File: src/rtl/da_idct4_row.sv
`default_nettype none
// ============================================================================
//  Module      : da_idct4_row
//  Description : Bit-serial distributed-arithmetic inverse 4-point DCT term,
//                Y = round(sum COEFk*Ck). It processes one coefficient bit
//                per cycle, starting with the MSB.
//                Optional macro DA_IDCT_SAT_EN: clamp the rounded result to
//                the DW-bit signed range. When the macro is not defined, the
//                result wraps in two's complement.
//  Revision    : 1.0  initial release
// ============================================================================
module da_idct4_row #(
    parameter int DW    = 12,
    parameter int CW    = 12,
    parameter int FRAC  = 10,
    parameter int COEF0 = 512,
    parameter int COEF1 = 669,
    parameter int COEF2 = 512,
    parameter int COEF3 = 277
) (
    input  logic                 sys_clk,
    input  logic                 sys_rst,
    input  logic                 in_valid,
    output logic                 in_ready,
    input  logic signed [DW-1:0] C0,
    input  logic signed [DW-1:0] C1,
    input  logic signed [DW-1:0] C2,
    input  logic signed [DW-1:0] C3,
    output logic                 out_valid,
    input  logic                 out_ready,
    output logic signed [DW-1:0] Y
);

    localparam int LW   = CW + 2;          // LUT entry width
    localparam int AW   = DW + CW + 4;     // accumulator width
    localparam int RW   = AW - FRAC;       // rounded result width
    localparam int CNTW = $clog2(DW);

    localparam logic signed [LW-1:0]   c_coef0  = LW'(COEF0);
    localparam logic signed [LW-1:0]   c_coef1  = LW'(COEF1);
    localparam logic signed [LW-1:0]   c_coef2  = LW'(COEF2);
    localparam logic signed [LW-1:0]   c_coef3  = LW'(COEF3);
    localparam logic signed [AW-1:0]   c_half   = AW'(2 ** (FRAC - 1));
    localparam logic [CNTW-1:0]        c_msb    = CNTW'(DW - 1);

    typedef enum logic [1:0] {
        S_IDLE = 2'd0,
        S_CALC = 2'd1,
        S_DONE = 2'd2
    } state_t;

    state_t                 state_q, state_d;
    logic signed [DW-1:0]   c0_q, c0_d, c1_q, c1_d, c2_q, c2_d, c3_q, c3_d;
    logic signed [AW-1:0]   acc_q, acc_d;
    logic [CNTW-1:0]        bit_cnt_q, bit_cnt_d;
    logic signed [DW-1:0]   y_q, y_d;

    logic [3:0]             w_addr;
    logic signed [LW-1:0]   w_lut;
    logic signed [AW-1:0]   w_lut_ext;
    logic signed [AW-1:0]   w_acc_step;
    logic signed [AW-1:0]   w_sum;
    logic signed [RW-1:0]   w_rnd;
    logic signed [DW-1:0]   w_y;

    assign in_ready  = (state_q == S_IDLE);
    assign out_valid = (state_q == S_DONE);
    assign Y         = y_q;

    // DA lookup table: sum of the weights whose coefficient bit is set
    always_comb begin
        w_addr = {c0_q[bit_cnt_q], c1_q[bit_cnt_q], c2_q[bit_cnt_q], c3_q[bit_cnt_q]};
        w_lut  = '0;
        if (w_addr[3]) w_lut = w_lut + c_coef0;
        if (w_addr[2]) w_lut = w_lut + c_coef1;
        if (w_addr[1]) w_lut = w_lut + c_coef2;
        if (w_addr[0]) w_lut = w_lut + c_coef3;
        w_lut_ext = {{(AW - LW){w_lut[LW-1]}}, w_lut};
    end

    // Shift-accumulate step; the MSB carries negative (two's-complement sign) weight
    always_comb begin
        if (bit_cnt_q == c_msb) begin
            w_acc_step = -w_lut_ext;
        end else begin
            w_acc_step = (acc_q <<< 1) + w_lut_ext;
        end
    end

    // Round half up on the accumulator value being finalised, then clamp or wrap
    assign w_sum = w_acc_step + c_half;
    assign w_rnd = w_sum[AW-1:FRAC];

`ifdef DA_IDCT_SAT_EN
    localparam logic signed [RW-1:0] c_ymax = RW'((2 ** (DW - 1)) - 1);
    localparam logic signed [RW-1:0] c_ymin = RW'(-(2 ** (DW - 1)));
    logic w_unused_frac;
    assign w_unused_frac = ^w_sum[FRAC-1:0];

    // Saturate the rounded result to the output range
    always_comb begin
        if (w_rnd > c_ymax) begin
            w_y = c_ymax[DW-1:0];
        end else if (w_rnd < c_ymin) begin
            w_y = c_ymin[DW-1:0];
        end else begin
            w_y = w_rnd[DW-1:0];
        end
    end
`else
    logic w_unused_bits;
    assign w_unused_bits = ^{w_sum[FRAC-1:0], w_rnd[RW-1:DW]};
    assign w_y           = w_rnd[DW-1:0];
`endif

    // Next-state logic for the FSM and datapath registers
    always_comb begin
        state_d   = state_q;
        c0_d      = c0_q;
        c1_d      = c1_q;
        c2_d      = c2_q;
        c3_d      = c3_q;
        acc_d     = acc_q;
        bit_cnt_d = bit_cnt_q;
        y_d       = y_q;
        case (state_q)
            S_IDLE: begin
                if (in_valid) begin
                    c0_d      = C0;
                    c1_d      = C1;
                    c2_d      = C2;
                    c3_d      = C3;
                    bit_cnt_d = c_msb;
                    acc_d     = '0;
                    state_d   = S_CALC;
                end
            end
            S_CALC: begin
                acc_d = w_acc_step;
                if (bit_cnt_q == '0) begin
                    y_d     = w_y;
                    state_d = S_DONE;
                end else begin
                    bit_cnt_d = bit_cnt_q - 1'b1;
                end
            end
            S_DONE: begin
                if (out_ready) begin
                    state_d = S_IDLE;
                end
            end
            default: state_d = S_IDLE;
        endcase
    end

    // State and datapath registers with asynchronous reset
    always_ff @(posedge sys_clk or posedge sys_rst) begin
        if (sys_rst) begin
            state_q   <= S_IDLE;
            c0_q      <= '0;
            c1_q      <= '0;
            c2_q      <= '0;
            c3_q      <= '0;
            acc_q     <= '0;
            bit_cnt_q <= '0;
            y_q       <= '0;
        end else begin
            state_q   <= state_d;
            c0_q      <= c0_d;
            c1_q      <= c1_d;
            c2_q      <= c2_d;
            c3_q      <= c3_d;
            acc_q     <= acc_d;
            bit_cnt_q <= bit_cnt_d;
            y_q       <= y_d;
        end
    end

endmodule
`default_nettype wire

File: config.mk
export PLATFORM = sky130hd
export DESIGN_NAME = da_idct4_row
export DESIGN_NICKNAME = d
export VERILOG_FILES = /design/src/rtl/da_idct4_row.sv
export SDC_FILE = /design/constraint.sdc
export NUM_CORES = 1
export LEC_CHECK = 0
export CAP_MARGIN = 15
export CORE_MARGIN = 3
export CORE_UTILIZATION = 40
export DETAILED_ROUTE_END_ITERATION = 10
export GPL_TIMING_DRIVEN = 0
export HOLD_SLACK_MARGIN = 0.15
export SLEW_MARGIN = 40
export SYNTH_ARGS = -nofsm -noshare
export SYNTH_HDL_FRONTEND = slang
export SYNTH_SLANG_ARGS = --single-unit
File: constraint.sdc
create_clock -name sys_clk -period 4.55 [get_ports sys_clk]
set_input_delay 0.91 -clock sys_clk [delete_from_list [all_inputs] [get_ports sys_clk]]
set_output_delay 0.91 -clock sys_clk [all_outputs]
set_load 0.05 [all_outputs]
==> metrics.md, run 1 <==
| Metric | Value |
|---|---|
| RSZ-0062 raised after global routing | `yes` |
| Crit-path slowest cell | `mux4_2` |
| DIE HEIGHT | `approximately 120 microns` |
| Final Slew Violations | `0` |
| Register area share after synthesis | `39.5%` |
| HPWL after DPL | `11200 microns` |
| Fin nets | `827` |
| Status | `finished, final reports clean` |
| Clk pin slew, worst setup/hold paths | `0.07 ns` |
| Primary FF master, synth | `dfrtp_1` |
| I/O pins | `66` |
| Clk buf depth | `2` |
| Iter 0 DRT Violations | `309` |
| Full die area | `~15000 sq um` |
| GRT Total Usage | `between 20% and 30%` |
| Arrival @ worst endpoint | `4.70 ns` |
| Unique masters post-synth | `65` |
| Worst Hold Launch | `c2_q[2]$_DFFE_PP0P_` |
| Class of the most critical setup path | `reg -> reg` |
| CP max FO | `5` |
| Fmax | `0.224 GHz` |
| Setup crit start kind | `flip-flop` |
| # port buffers | `65` |
| DR WL/cell | `around 17 microns` |
| Synth Cell Area | `5510 sq um` |
| CP Data Required Time | `4.79 ns` |
| Final setup vio count | `0` |
| Initial Util | `41.3%` |
| Syn Area/Cell | `8.60 sq um` |
| Tcrit/Tclk final | `98.0%` |
| Post-layout util | `between 50% and 60%` |
| CP max stage delay | `0.51 ns` |
| Endpoints failing hold | `0` |
| Critical Path Sink Type | `flip-flop` |
| Global routing's busiest layer | `met2` |
| CTS tree | `done` |
| Pin count of the biggest net entering global routing | `51` |
| Hold-fix buffers, CTS | `0` |
| RR Startpoint | `bit_cnt_q[0]$_DFFE_PP0P_` |
| N_diodes | `0` |
| Worst hold path class | `reg -> reg` |
| CORE AREA | `~13000 sq um` |
| Remaining DRCs | `0` |
| Met3 Track Usage GR | `3.06%` |
| GRT Residual Overflow | `0` |
| Chip width | `~120 microns` |
| Layout area overhead | `33.9%` |
| Slew @ Worst Pin | `around 0.66 ns` |
| Initial antenna violation count | `0` |
| Worst skew pair latency | `0.35 ns` |
| Max-Cap Viols | `0` |
| Seq cells post-synth | `87` |
| Vias in the first global route | `4923` |
| Root Buffer | `clkbuf_16` |
| CTS Buf Count | `9` |
| Post-route clock skew | `0.00673 ns` |
| Cell chain of the critical path | `buf_12 -> mux4_2 -> nor3b_1 -> a211oi_2 -> buf_4 -> ha_4 -> ha_1 -> nand4_1 -> a211oi_4 -> buf_4 -> o21ai_2 -> nand2_2 -> xor2_2 -> mux2i_4 -> inv_1 -> ha_4 -> o21ai_4 -> nor4_4 -> mux2i_1 -> nand2_1` |
| Worst slew margin | `55.7%` |
| M2 GR Usage | `34.9%` |
| YS warnings | `0` |
| Clock Sinks | `87` |
| Antenna Nets Post-Route | `0` |
| Vias | `5014` |
| Tmin final | `4.46 ns` |
| Global routing usage on met1 | `between 20 and 30%` |
| Via/cell ratio | `roughly 5.4` |
| TritonRoute pass-1 iters | `5` |
| First-pass GRT wire length | `25200 microns` |
| Routability congestion estimate from global placement | `0.912` |
| Row count | `42` |
| CTS H-Tree Depth | `3` |
| CP startpoint | `bit_cnt_q[0]$_DFFE_PP0P_` |
| Gate Count Post-Synth | `641` |
| Mapped Nets | `716` |
| Share of layout cells above drive strength 1 | `19.2%` |
| Post-Route WL | `15800 microns` |
| Post-synth EDFFs | `0` |
| Async set-or-reset flop fraction in the synthesized netlist | `100%` |
==> worst max-delay path, delay by kind of cell (launching register included) <==
family | cells | cell delay, ns
AOI/OAI and AO/OA | 4 | 0.73
xor gates and xnor gates | 1 | 0.20
adders and majority gates | 3 | 0.66
buffers and inverters | 4 | 0.63
DFF | 1 | 0.42
muxes | 3 | 0.85
and+or+nand+nor | 5 | 0.85
==> cell families after synthesis <==
family | after synthesis | synth area share (%)
AOI/OAI and AO/OA | 114 | 13.8
xor gates and xnor gates | 24 | 3.81
adders and majority gates | 23 | 5.49
buffers and inverters | 55 | 4.11
DFF | 87 | 39.5
muxes | 22 | 6.56
and+or+nand+nor | 316 | 26.7
==> worst paths after layout <==
| kind | endpoint | slack [ns] | cells after the start |
|---|---|---|---|
| min in group asynchronous | Y[1]$_DFFE_PP0P_ | 0.93 | 2 |
| hold / removal | c2_q[2]$_DFFE_PP0P_ | 0.47 | 2 |
| hold reg to reg | c2_q[2]$_DFFE_PP0P_ | 0.47 | 2 |
| setup reg to reg | Y[11]$_DFFE_PP0P_ | 0.09 | 20 |
| setup / recovery | Y[11]$_DFFE_PP0P_ | 0.09 | 20 |
| max in group asynchronous | c2_q[10]$_DFFE_PP0P_ | 3.05 | 3 |
==> metal layers <==
layer / wire, microns / vias to the layer above
li1: - / 2426
met1: 7100 / 2443
met2: 7750 / 120
met3: 586 / 25
met4: 329 / 0
met5: 0 / -
==> synthesized netlist by cell type (6+ instances only) <==
master,instances,area share (%)
xor2_1,14,2.2
nand2b_1,6,0.68
mux2i_1,10,1.8
xnor2_1,10,1.6
clkbuf_1,24,1.6
nand3_1,28,2.5
a21o_1,6,0.82
mux4_2,9,3.7
nand2_1,196,13
ha_1,21,4.8
inv_1,24,1.6
o21ai_1,7,0.64
nor2_1,26,1.8
dfrtp_1,87,40
a21oi_1,23,2.1
nor2b_1,7,0.79
o21ai_0,35,3.2
and2_1,7,0.79
nor3_1,6,0.54
==> sequential cells by signal, summed over array words and instances (netlist names) <==
| register | cells |
|---|---|
| c1_q | 12 |
| c3_q | 12 |
| c0_q | 12 |
| state_q | 2 |
| c2_q | 12 |
| bit_cnt_q | 4 |
| Y | 12 |
| acc_q | 21 |
==> metrics by stage <==
stage,TNS [ns],hold slack (ns),cells,setup slack [ns],instance area [sq um]
floorplan,0,0.440,641,0.127,5510
global placement,-8.19,0.455,882,-0.805,6380
detailed placement,-7.22,0.461,883,-0.808,6410
CTS,0,0.477,915,0.000572,6950
finish,0,0.473,933,0.0906,7380
global route,-0.204,0.497,933,-0.0797,7380
==> cell type report <==
type	count	area (sq um)
Fill cell	1250	5970
Multi-Input combinational cell	499	3440
Sequential cell	87	2180
Timing Repair Buffer	102	970
Clock buffer	11	233
Tap cell	176	220
Buffer	29	151
Inverter	24	105
Clock inverter	5	81.3
==> cell usage in the layout (no fill, tap or decap), drive strengths merged, types with 4 or more instances in the layout <==
master and instances:
inv 23, a21oi 25, buf 43, nor3 6
xnor2 10, o21ai 42, nor2 27, dfrtp 87
or2 5, xor2 14, clkdlybuf4s50 65, mux2i 13
and3 5, a31oi 4, nand2b 6, and2 7
nand2 196, nor2b 7, nor4 8, nand4 6
a21o 6, nand3 28, a211o 4, ha 21
mux4 9, clkbuf 34
==> what timing repair did <==
item | 4_1_cts | 5_1_grt
resized for setup | 25 | 62
gates cloned | 0 | 1
pin swaps | 8 | 23
setup endpoints to repair | 15 | 10
setup buffers | 16 | 21
Power of run 1 is left out: the tool's default activity adds up to more than one toggle a clock period on the data nets, which glitch-free logic cannot reach.
==> run 2: changes to the inputs <==
CORE_UTILIZATION = 30   (was 40)
==> run 2 against run 1 <==
Effect of this change: non-clock buffer count up 2; sequential cell count unchanged; global-route usage fell by 5.2 points; first-iteration DRC count is 4.2% lower; critical path type unchanged; cell count grew 5.5%.
==> metrics.md, run 2 (synthesized netlist as in run 1, its figures left out) <==
| Metric | Value |
|---|---|
| Fin area | `7430 sq um (+0.76%)` |
| Clk pin slew, worst setup/hold paths | `0.07 ns (about the same)` |
| Setup Slack @ Placement | `-0.747 ns (+0.0609 ns)` |
| Max FFs per register | `21 (unchanged)` |
| Layout area overhead | `34.9%` |
| Worst skew pair latency | `0.35 ns (about the same)` |
| Chip width | `142 microns (+15%)` |
| RR Startpoint | `bit_cnt_q[2]$_DFFE_PP0P_` |
| First-pass GRT wire length | `25600 microns (+1.6%)` |
| Cell repeated most along the worst path | `buf_4` |
| Remaining DRCs | `0 (unchanged)` |
| TritonRoute pass-1 iters | `5 (unchanged)` |
| N_diodes | `0 (unchanged)` |
| CP max FO | `10 (+5)` |
| Most frequent cells in the layout | `195 x nand2_1, 86 x dfrtp_1, 65 x clkdlybuf4s50_1` |
| Cell chain of the critical path | `buf_4 -> or2_2 -> a221oi_2 -> a211oi_4 -> buf_12 -> buf_4 -> ha_4 -> inv_1 -> fa_2 -> nor2b_2 -> o221ai_4 -> a21oi_4 -> buf_6 -> or4_1 -> and4_4 -> nand4_4 -> nor4_4 -> mux2i_1 -> nand2_1` |
| HPWL after DPL | `11100 microns (-1.0%)` |
| CP max stage delay | `0.45 ns (-0.06 ns)` |
| Iter 0 DRT Violations | `296 (-4.2%)` |
| Vias | `4989 (-0.50%)` |
| Hold-fix buffers, CTS | `0 (unchanged)` |
| GRT Total Usage | `16.0% (-5.2 points)` |
| Final setup vio count | `0 (unchanged)` |
| Max-Cap Viols | `0 (unchanged)` |
| CTS H-Tree Depth | `3 (unchanged)` |
| Tcrit/Tclk final | `97.0% (-0.99 points)` |
| Layout fillers | `1811 (+45%)` |
| Final Slew Violations | `0 (unchanged)` |
| Setup crit start kind | `flip-flop` |
| Endpoints failing hold | `0 (unchanged)` |
| Fin Setup TNS | `0 ns (unchanged)` |
| # port buffers | `65 (unchanged)` |
| RSZ-0062 raised after global routing | `yes` |
| Pin count of the biggest net entering global routing | `48 (-5.9%)` |
| CP startpoint | `bit_cnt_q[2]$_DFFE_PP0P_` |
| Arrival @ worst endpoint | `4.64 ns (-0.06 ns)` |
| Inst Count DP | `932 (+5.5%)` |
| Fin nets | `829 (+0.24%)` |
| Crit-path slowest cell | `dfrtp_1` |
| Clock Sinks | `87 (unchanged)` |
| Via/cell ratio | `5.07 (-5.7%)` |
| Capture point of the worst reg-to-reg path | `Y[10]$_DFFE_PP0P_` |
| Routability congestion estimate from global placement | `0.906 (-0.66%)` |
| Row count | `48 (+14%)` |
| Antenna Nets Post-Route | `0 (unchanged)` |
| CP Data Required Time | `4.78 ns (about the same)` |
| I/O pins | `66 (unchanged)` |
| Root Buffer | `clkbuf_16` |
| Vias in the first global route | `4950 (+0.55%)` |
| CTS tree | `done` |
| Post-route clock skew | `0.0113 ns (+0.00454 ns)` |
| Post-Layout Cell Count | `984 (+5.5%)` |
| Clk buf depth | `2 (unchanged)` |
| Worst slew margin | `56.5% (+0.85 points)` |
| Cell count of the worst reg-to-reg path | `19 (-5.0%)` |
| DIE HEIGHT | `142 microns (+15%)` |
| Tmin final | `4.41 ns (-0.0452 ns)` |
| Worst setup path endpoint | `Y[10]$_DFFE_PP0P_` |
| R2r setup slk | `0.14 ns (+0.05 ns)` |
| Status | `finished, final reports clean` |
| Worst hold path class | `reg -> reg` |
| Fmax | `0.227 GHz (+1.0%)` |
| Class of the most critical setup path | `reg -> reg` |
| DR WL/cell | `16.0 microns (-5.4%)` |
| Placed Area | `6470 sq um (+0.96%)` |
| Post-route setup slack | `0.136 ns (+0.0452 ns)` |
| Share of layout cells above drive strength 1 | `18.7% (-0.45 points)` |
| Critical Path Sink Type | `flip-flop` |
| Initial Util | `31.2% (-10 points)` |
| Reg area | `2180 sq um (about the same)` |
| Initial antenna violation count | `0 (unchanged)` |
| Full die area | `20000 sq um (+32%)` |
| Multi-input gate area | `3420 sq um (-0.47%)` |
| CTS Buf Count | `9 (unchanged)` |
| Post-Route WL | `15700 microns (-0.23%)` |
| GRT Residual Overflow | `0 (unchanged)` |
| CORE AREA | `17700 sq um (+32%)` |
| Largest reg by FF count | `acc_q` |
| Most common cell after layout, fill and taps aside | `nand2_1` |
| Slew @ Worst Pin | `0.652 ns (-0.0127 ns)` |
[run 2: critical path, delay by kind of cell (launching register included)]
kind | cells | cell delay (ns)
AND/OR/NAND/NOR | 7 | 1.43
buffers and inverters | 5 | 0.75
adder cells (fa/ha/maj) | 2 | 0.68
multiplexers | 1 | 0.23
AO/OA/AOI/OAI | 4 | 0.76
flip-flops | 1 | 0.45
[run 2: worst min path at each step]
stage	start	end	slack, ns	cells past startpoint
finish	c0_q[2]$_DFFE_PP0P_	c0_q[2]$_DFFE_PP0P_	0.47	2
floorplan	c0_q[10]$_DFFE_PP0P_	c0_q[10]$_DFFE_PP0P_	0.44	2
global placement	c0_q[5]$_DFFE_PP0P_	c0_q[5]$_DFFE_PP0P_	0.46	2
global route	c3_q[0]$_DFFE_PP0P_	c3_q[0]$_DFFE_PP0P_	0.50	2
CTS	c0_q[2]$_DFFE_PP0P_	c0_q[2]$_DFFE_PP0P_	0.48	2
detailed placement	c0_q[2]$_DFFE_PP0P_	c0_q[2]$_DFFE_PP0P_	0.46	2
[run 2: cell type report]
type	count	area share, %
multi-input cells	499	46.0
flip-flops and latches	87	29.3
repair buffers	104	13.7
well taps	225	3.79
clock buffers	9	3.03
plain buffers	29	1.97
inverters	24	1.33
clock inverters	7	0.825
[run 2: timing repair]
item,in CTS,in global routing
endpoints found under the hold margin,0,0
resized for setup,31,47
buffers inserted,18,20
setup endpoints to repair,16,11
pin swaps,12,18
[run 2: metrics by stage]
| stage | utilization [%] | hold WS [ns] |
|---|---|---|
| finish | 42.1 | 0.472 |
| global route | 42.1 | 0.500 |
| CTS | 40.0 | 0.479 |
| detailed placement | 36.7 | 0.462 |
| global placement | 36.5 | 0.455 |
| floorplan | - | 0.440 |
[run 2: metal layers]
metal	vias to the layer above	routed length, microns	GRT usage (%)
li1	2427	-	-
met1	2408	7320	22.0
met2	128	7310	25.0
met3	26	740	3.47
met4	0	359	5.51
met5	-	0	0
Power of run 2 is left out for the same reason.
